### src/rtl/execute_stage.sv
// Y86-64 execute stage: ALU, condition-code register, cmov/jXX condition evaluation
// and the M pipeline register with stall/bubble control.
module execute_stage #(
    parameter int W = 64,
    parameter int STACK_STEP = 8,
    parameter logic [3:0] RNONE = 4'hF
) (
    input  logic         clk,
    input  logic         reset,
    input  logic [2:0]   E_stat,
    input  logic [3:0]   E_icode,
    input  logic [3:0]   E_ifun,
    input  logic [W-1:0] E_valC,
    input  logic [W-1:0] E_valA,
    input  logic [W-1:0] E_valB,
    input  logic [3:0]   E_dstE,
    input  logic [3:0]   E_dstM,
    input  logic         set_cc_en,
    input  logic         M_stall,
    input  logic         M_bubble,
    output logic [W-1:0] e_valE,
    output logic [3:0]   e_dstE,
    output logic         e_cnd,
    output logic         ZF,
    output logic         SF,
    output logic         OF,
    output logic [2:0]   M_stat,
    output logic [3:0]   M_icode,
    output logic         M_cnd,
    output logic [W-1:0] M_valE,
    output logic [W-1:0] M_valA,
    output logic [3:0]   M_dstE,
    output logic [3:0]   M_dstM
);

    localparam logic [W-1:0] STEP = W'(STACK_STEP);

    logic         zf_q, zf_d, sf_q, sf_d, of_q, of_d;
    logic [2:0]   stat_q, stat_d;
    logic [3:0]   icode_q, icode_d;
    logic         cnd_q, cnd_d;
    logic [W-1:0] vale_q, vale_d;
    logic [W-1:0] vala_q, vala_d;
    logic [3:0]   dste_q, dste_d;
    logic [3:0]   dstm_q, dstm_d;
    logic [W-1:0] alu;
    logic         cond;
    logic         sa, sb, sr;

    always_comb begin
        alu = '0;
        case (E_icode)
            4'h2: alu = E_valA;
            4'h3: alu = E_valC;
            4'h4, 4'h5: alu = E_valB + E_valC;
            4'h6: begin
                case (E_ifun)
                    4'h0: alu = E_valB + E_valA;
                    4'h1: alu = E_valB - E_valA;
                    4'h2: alu = E_valB & E_valA;
                    4'h3: alu = E_valB ^ E_valA;
                    default: alu = '0;
                endcase
            end
            4'h8, 4'hA: alu = E_valB - STEP;
            4'h9, 4'hB: alu = E_valB + STEP;
            default: alu = '0;
        endcase
    end

    // Condition uses the CC currently held, never the value being written this cycle.
    always_comb begin
        cond = 1'b0;
        case (E_ifun)
            4'h0: cond = 1'b1;
            4'h1: cond = (sf_q ^ of_q) | zf_q;
            4'h2: cond = sf_q ^ of_q;
            4'h3: cond = zf_q;
            4'h4: cond = !zf_q;
            4'h5: cond = !(sf_q ^ of_q);
            4'h6: cond = !(sf_q ^ of_q) && !zf_q;
            default: cond = 1'b0;
        endcase
        if (E_icode != 4'h2 && E_icode != 4'h7) begin
            cond = 1'b0;
        end
    end

    assign e_valE = alu;
    assign e_cnd  = cond;
    assign e_dstE = (E_icode == 4'h2 && !cond) ? RNONE : E_dstE;

    assign sa = E_valA[W-1];
    assign sb = E_valB[W-1];
    assign sr = alu[W-1];

    always_comb begin
        zf_d = zf_q;
        sf_d = sf_q;
        of_d = of_q;
        if (E_icode == 4'h6 && set_cc_en) begin
            zf_d = (alu == '0);
            sf_d = sr;
            case (E_ifun)
                4'h0: of_d = (sa == sb) && (sr != sa);
                4'h1: of_d = (sa != sb) && (sr != sb);
                default: of_d = 1'b0;
            endcase
        end
    end

    // Bubble wins over stall; reset shares the bubble's nop encoding.
    always_comb begin
        stat_d  = stat_q;
        icode_d = icode_q;
        cnd_d   = cnd_q;
        vale_d  = vale_q;
        vala_d  = vala_q;
        dste_d  = dste_q;
        dstm_d  = dstm_q;
        if (M_bubble) begin
            stat_d  = 3'd1;
            icode_d = 4'h1;
            cnd_d   = 1'b0;
            vale_d  = '0;
            vala_d  = '0;
            dste_d  = RNONE;
            dstm_d  = RNONE;
        end else if (!M_stall) begin
            stat_d  = E_stat;
            icode_d = E_icode;
            cnd_d   = cond;
            vale_d  = alu;
            vala_d  = E_valA;
            dste_d  = e_dstE;
            dstm_d  = E_dstM;
        end
    end

    always_ff @(posedge clk) begin
        if (reset) begin
            zf_q    <= 1'b1;
            sf_q    <= 1'b0;
            of_q    <= 1'b0;
            stat_q  <= 3'd1;
            icode_q <= 4'h1;
            cnd_q   <= 1'b0;
            vale_q  <= '0;
            vala_q  <= '0;
            dste_q  <= RNONE;
            dstm_q  <= RNONE;
        end else begin
            zf_q    <= zf_d;
            sf_q    <= sf_d;
            of_q    <= of_d;
            stat_q  <= stat_d;
            icode_q <= icode_d;
            cnd_q   <= cnd_d;
            vale_q  <= vale_d;
            vala_q  <= vala_d;
            dste_q  <= dste_d;
            dstm_q  <= dstm_d;
        end
    end

    assign ZF      = zf_q;
    assign SF      = sf_q;
    assign OF      = of_q;
    assign M_stat  = stat_q;
    assign M_icode = icode_q;
    assign M_cnd   = cnd_q;
    assign M_valE  = vale_q;
    assign M_valA  = vala_q;
    assign M_dstE  = dste_q;
    assign M_dstM  = dstm_q;

endmodule

### config.mk
export PLATFORM = sky130hd
export DESIGN_NAME = execute_stage
export DESIGN_NICKNAME = d
export VERILOG_FILES = /design/src/rtl/execute_stage.sv
export SDC_FILE = /design/constraint.sdc
export NUM_CORES = 1
export LEC_CHECK = 0
export BUFFER_PORTS_ARGS = -buffer_cell sky130_fd_sc_hd__buf_2
export CAP_MARGIN = 20
export CELL_PAD_IN_SITES_DETAIL_PLACEMENT = 1
export CELL_PAD_IN_SITES_GLOBAL_PLACEMENT = 1
export CORE_ASPECT_RATIO = 1.25
export CORE_MARGIN = 2
export CORE_UTILIZATION = 45
export DETAILED_ROUTE_END_ITERATION = 7
export PLACE_DENSITY = 0.95
export SYNTH_ARGS = -nofsm -noshare
export SYNTH_HDL_FRONTEND = slang
export SYNTH_SLANG_ARGS = --single-unit
### constraint.sdc
create_clock -name clk -period 16.8 [get_ports clk]
set_input_delay 1.68 -clock clk [delete_from_list [all_inputs] [get_ports clk]]
set_output_delay 1.68 -clock clk [all_outputs]
set_load 0.01 [all_outputs]
# Word-level counts from Yosys, hierarchy flattened

Index checks and enable logic that the tools add are counted.

Bits in registers: 147
Bits in latches: 0
Bits in writable memories: 0
Memory bits (read-only): 0
Input bits: 216
Output and inout bits: 216
Word-level logic and storage cells: 61
Memories kept: 0

Add/sub/neg operators: 5
$mul: 0
Div/mod/pow operators: 0
Order comparisons: 0
Eq/ne operators: 21
Shifts and indexed selects: 0
Multiplexer cells: 6
Bitwise logic cells: 4
Reduce and logical (&&, ||, !) cells: 15

Operators by type and width:

| kind                                                  | count |
|---|---|
| case mux 64 bit (6 select lines)                      | 1 |
| case mux 64 bit (4 select lines)                      | 1 |
| adder 64 bit                                          | 2 |
| adder 64 x 4 -> 64 bit, second input constant         | 1 |
| bitwise AND 64 bit                                    | 1 |
| zero test 64 bit                                      | 1 |
| subtractor 64 x 4 -> 64 bit, second input constant    | 1 |
| subtractor 64 bit                                     | 1 |
| XOR 64 bit                                            | 1 |
| equality test 4 x 3 -> 1 bit, second input constant   | 6 |
| equality test 4 x 2 -> 1 bit, second input constant   | 4 |
| equality test 4 bit, second input constant            | 4 |
| OR reduction 2 bit                                    | 4 |
| case mux 1 bit (7 select lines)                       | 1 |
| logical AND 1 bit                                     | 6 |
| equality test 4 x 1 -> 1 bit, second input constant   | 1 |
| zero test 4 bit                                       | 1 |
| two-way mux 4 bit                                     | 1 |
| inequality test 4 x 2 -> 1 bit, second input constant | 1 |
| inequality test 4 x 3 -> 1 bit, second input constant | 1 |
| zero test 1 bit                                       | 3 |
| inequality test 1 bit                                 | 3 |
| case mux 1 bit (2 select lines)                       | 1 |
| equality test 1 bit                                   | 1 |
| 3 further kinds                                       | 3 |

# Longest topological paths before layout

Depth after elaboration: 8
Mapped depth: 28
Mapped depth without buffers: 27

# Worst setup path before layout

No wires, ideal clock.

Path kind: input-to-output
From: in E_icode[0]
To: out e_valE[56]
Data arrival time: 7629 ps
Required time: 15120 ps
Slack: 7491 ps
Stages on the path: 18
Buffers on the path: 6
Cell sequence: clkbuf_1 clkbuf_1 buf_2 buf_2 buf_1 nand2_1 ha_1 buf_2 nand2_1 o211ai_1 a21oi_1 or4_1 a41o_1 nor2_1 a21oi_1 or3_1 a221o_1 a211o_1

Cells in the longest elaborated chain, start to end: 3
Elaborated cells between the ends (all ways): 13
Those cells by class: 9 x eq/ne; 1 x mux; 3 x reduce/logical

Ends and longest elaborated chain:

| what                                                                | line | source |
|---|---|---|
| start, declared                                                     | 11   | `input logic [3:0] E_icode,` |
| equality test 4 bit or equality test 4 x 3 -> 1 bit (tied branches) | 52   | `case (E_icode)` |
| OR reduction 2 bit                                                  | 52   |  |
| case mux 64 bit (6 select lines) (*)                                | 52   |  |
| end, declared                                                       | 21   | `output logic [W-1:0] e_valE,` |

Mark *: on every way between the ends. The rest lies on a longest branch, timed or not.

# Final worst setup path

From: in E_valA[13]
To: out e_valE[61]

Cells in the longest elaborated chain, start to end: 3
Elaborated cells between the ends (all ways): 4
Those cells by class: 2 x add/sub; 2 x mux

Ends and longest elaborated chain:

| what                                              | line   | source |
|---|---|---|
| start, declared                                   | 14     | `input logic [W-1:0] E_valA,` |
| subtractor 64 bit or adder 64 bit (tied branches) | 59, 58 |  |
| case mux 64 bit (4 select lines) (*)              | 57     | `case (E_ifun)` |
| case mux 64 bit (6 select lines) (*)              | 52     |  |

Marked as above.

==> results_dict.tcl <==
set metrics [dict create \
    dr.pass1.iters 5 \
    worst_pin_slew_ps 1160 \
    hold_buffers 0 \
    hpwl_um 91400 \
    cp_max_fo 8 \
    cts_setup_buffers 0 \
    hp-class "reg2reg" \
    drv_cap 0 \
    cts_tree "built" \
    min_period_ps 9900 \
    grt-ovfl-total 0 \
    grt_usage 0.439 \
    drive_above_1_share 0.167 \
    fp.dieW_um 203 \
    synthDistinctLibCells 93 \
    fill_cells 6468 \
    ctsRootBufferMaster "clkbuf_16" \
    fp-row-count 91 \
    h-tree-depth 4 \
    dieArea_mm2 0.0514 \
    synth_edf_count 0 \
    synth_area_leaders "ha_1 14%, dfxtp_1 13%, mux2i_1 11%" \
    clock_latency_ps 510 \
    critPathRequiredTime_ps 15120 \
    slew_viol_final 0 \
    finalPower_mw 1.69 \
    fin_crit_sh 0.589 \
    drt-initial-drc-count 2581 \
    grt_pass1_wl_um 173000 \
    rsz0062_at_grt "false" \
    synth_cells 3042 \
    wl_met2_um 53500 \
    seq_area_mm2 0.00294 \
    fin_setup_tns_ps 0 \
    worstPathArrival_ps 8220 \
    setup_viol 0 \
    port-buffer-count 431 \
    status "completed" \
    cts_max_path_buffers 2 \
    drc 0 \
    synth_top_cell_by_area "ha_1" \
    synth_top_area_frac 0.140 \
    avgSynthCellArea_um2 7.34 \
    async_reset_ff_frac 0 \
    dieHeight_um 253 \
    netlist_area_mm2 0.0223 \
    ys_ff_latch 147 \
    cts.clk_slew.worst_paths_ps 70 \
    areaGrowthSynthToFinish_pct 14.0 \
    synth_warnings 0 \
    ys.flop_type "dfxtp_1" \
    vdd_drop_max_mv 0.0814 \
    antenna_found_initial 7 \
    via_per_inst 6.93 \
    clock_skew_ps 9.05 \
    multi_input_area_mm2 0.0184 \
    power_leakage_nw 11.4 \
    slew_headroom 0.218 \
    path_class "in2out" \
    dr.max_layer_used "met4" \
    fmax_ghz 0.101 \
    cts_sinks 147 \
    cts_buffers 17 \
    wl_per_cell_um 29.1 \
    powerDensity_mw_per_mm2 66.4 \
    grt_max_degree 89 \
    gp_congestion 1.03 \
    syn_nets 3511 \
    fin_nets 3818 \
    wl_met1_um 41800 \
    ys_seq_area_frac 0.132 \
    cp-start-kind "input pin" \
    vias 27874 \
    route.met3.wl_um 10900 \
    critPathCaptureType "primary output" \
    core_mm2 0.0492 \
    grt_pass1_vias 28518 \
    cts_resized 0 \
    boundaryPins 432 \
    wirelength_um 117000 \
    ant_nets 0 \
    hold_violations 0 \
    initial_utilization 0.454 \
]
[power breakdown]
part | internal, mW | switching, mW | total, mW
combinational | 0.311 | 0.599 | 0.910
clock | 0.199 | 0.215 | 0.414
sequential | 0.359 | 0.00704 | 0.367
total | 0.869 | 0.821 | 1.69
[cells in the mapped netlist, drive strengths merged (62+ instances only)]
cell / n
dfxtp: 147
o21ai: 182
a21oi: 316
a21o: 62
xnor2: 112
nor3: 66
nand2: 246
xor2: 93
clkbuf: 143
mux2i: 236
nor2: 322
ha: 250
nand4: 78
[kinds of logic (layout without fill, tap and decap cells)]
logic type	count (synthesis)	in the layout	synth area share
flip-flops	147	147	0.132
adder cells (fa/ha/maj)	253	253	0.143
AND/OR/NAND/NOR	959	959	0.204
AO/OA/AOI/OAI	998	998	0.288
XOR/XNOR	205	205	0.0805
other	0	8	0
multiplexers	242	242	0.109
buffers and inverters	238	558	0.0441
[critical path: stages]
cell	delay, ps
buf_2	170
or4_1	640
nor4_2	360
nor3b_2	340
nand2_1	200
nor2_1	320
nand2_1	220
or3_1	450
nor2_1	210
nand2_1	160
o21ai_0	220
xor2_1	170
ha_1	310
a21oi_1	220
o21bai_1	90
a21oi_1	190
o221ai_1	160
or3b_2	480
a211oi_1	390
nor2_1	160
a31oi_1	220
xor2_1	180
o22ai_1	100
or3_1	410
buf_2	170
[cell type report]
class,count,area share
timing repair buffer,466,0.0955
tap,651,0.0320
clock inverter,15,0.00634
multi-input combinational,2657,0.724
inverter,60,0.00885
antenna,8,0.000787
clock buffer,17,0.0167
sequential,147,0.116
[per-stage QoR]
step	setup WS (ps)	hold slack, ps	utilization	area [um^2]	std cells
final	6900	491	0.517	25400	4021
after global routing	6510	522	0.517	25400	4019
after CTS	7000	495	0.517	25400	4012
after detailed placement	7010	478	0.505	24800	3980
after global placement	7220	450	0.505	24800	3980
after floorplan	7490	517	-	22300	3042
[placed cells by master, fill, tap and decap left out, types with 60 or more instances in the layout]
cell     synthesis  final
a21o_1          62     62
a21oi_1        312    312
buf_2           11    429
dfxtp_1        147    147
ha_1           250    250
inv_1           60     60
mux2i_1        236    236
nand2_1        246    245
nand3_1         61     61
nand4_1         78     78
nor2_1         321    321
nor3_1          66     64
o21ai_0        173    173
xnor2_1        112    112
xor2_1          93     93
[metal layers]
layer / track usage / up-vias
li1: - / 12086
met5: 0 / -
met3: 0.120 / 667
met4: 0.357 / 0
met2: 0.720 / 1783
met1: 0.475 / 13338
[flip-flops by register name, indices dropped and copies added, names as in the netlist]
register / cells
ZF: 1
M_valE: 64
M_dstM: 4
M_valA: 64
M_cnd: 1
M_stat: 3
M_icode: 4
M_dstE: 4
SF: 1
OF: 1
[path summary, 6_finish.rpt]
| check | start | end | slack (ps) | cells past startpoint |
|---|---|---|---|---|
| setup reg to reg | OF | M_dstE[2] | 14690 | 9 |
| setup / recovery | E_valA[13] | e_valE[61] | 6900 | 25 |
| hold reg to reg | M_valE[14] | M_valE[14] | 490 | 2 |
| hold / removal | M_valE[14] | M_valE[14] | 490 | 2 |
(Power assumes the default switching activity.)
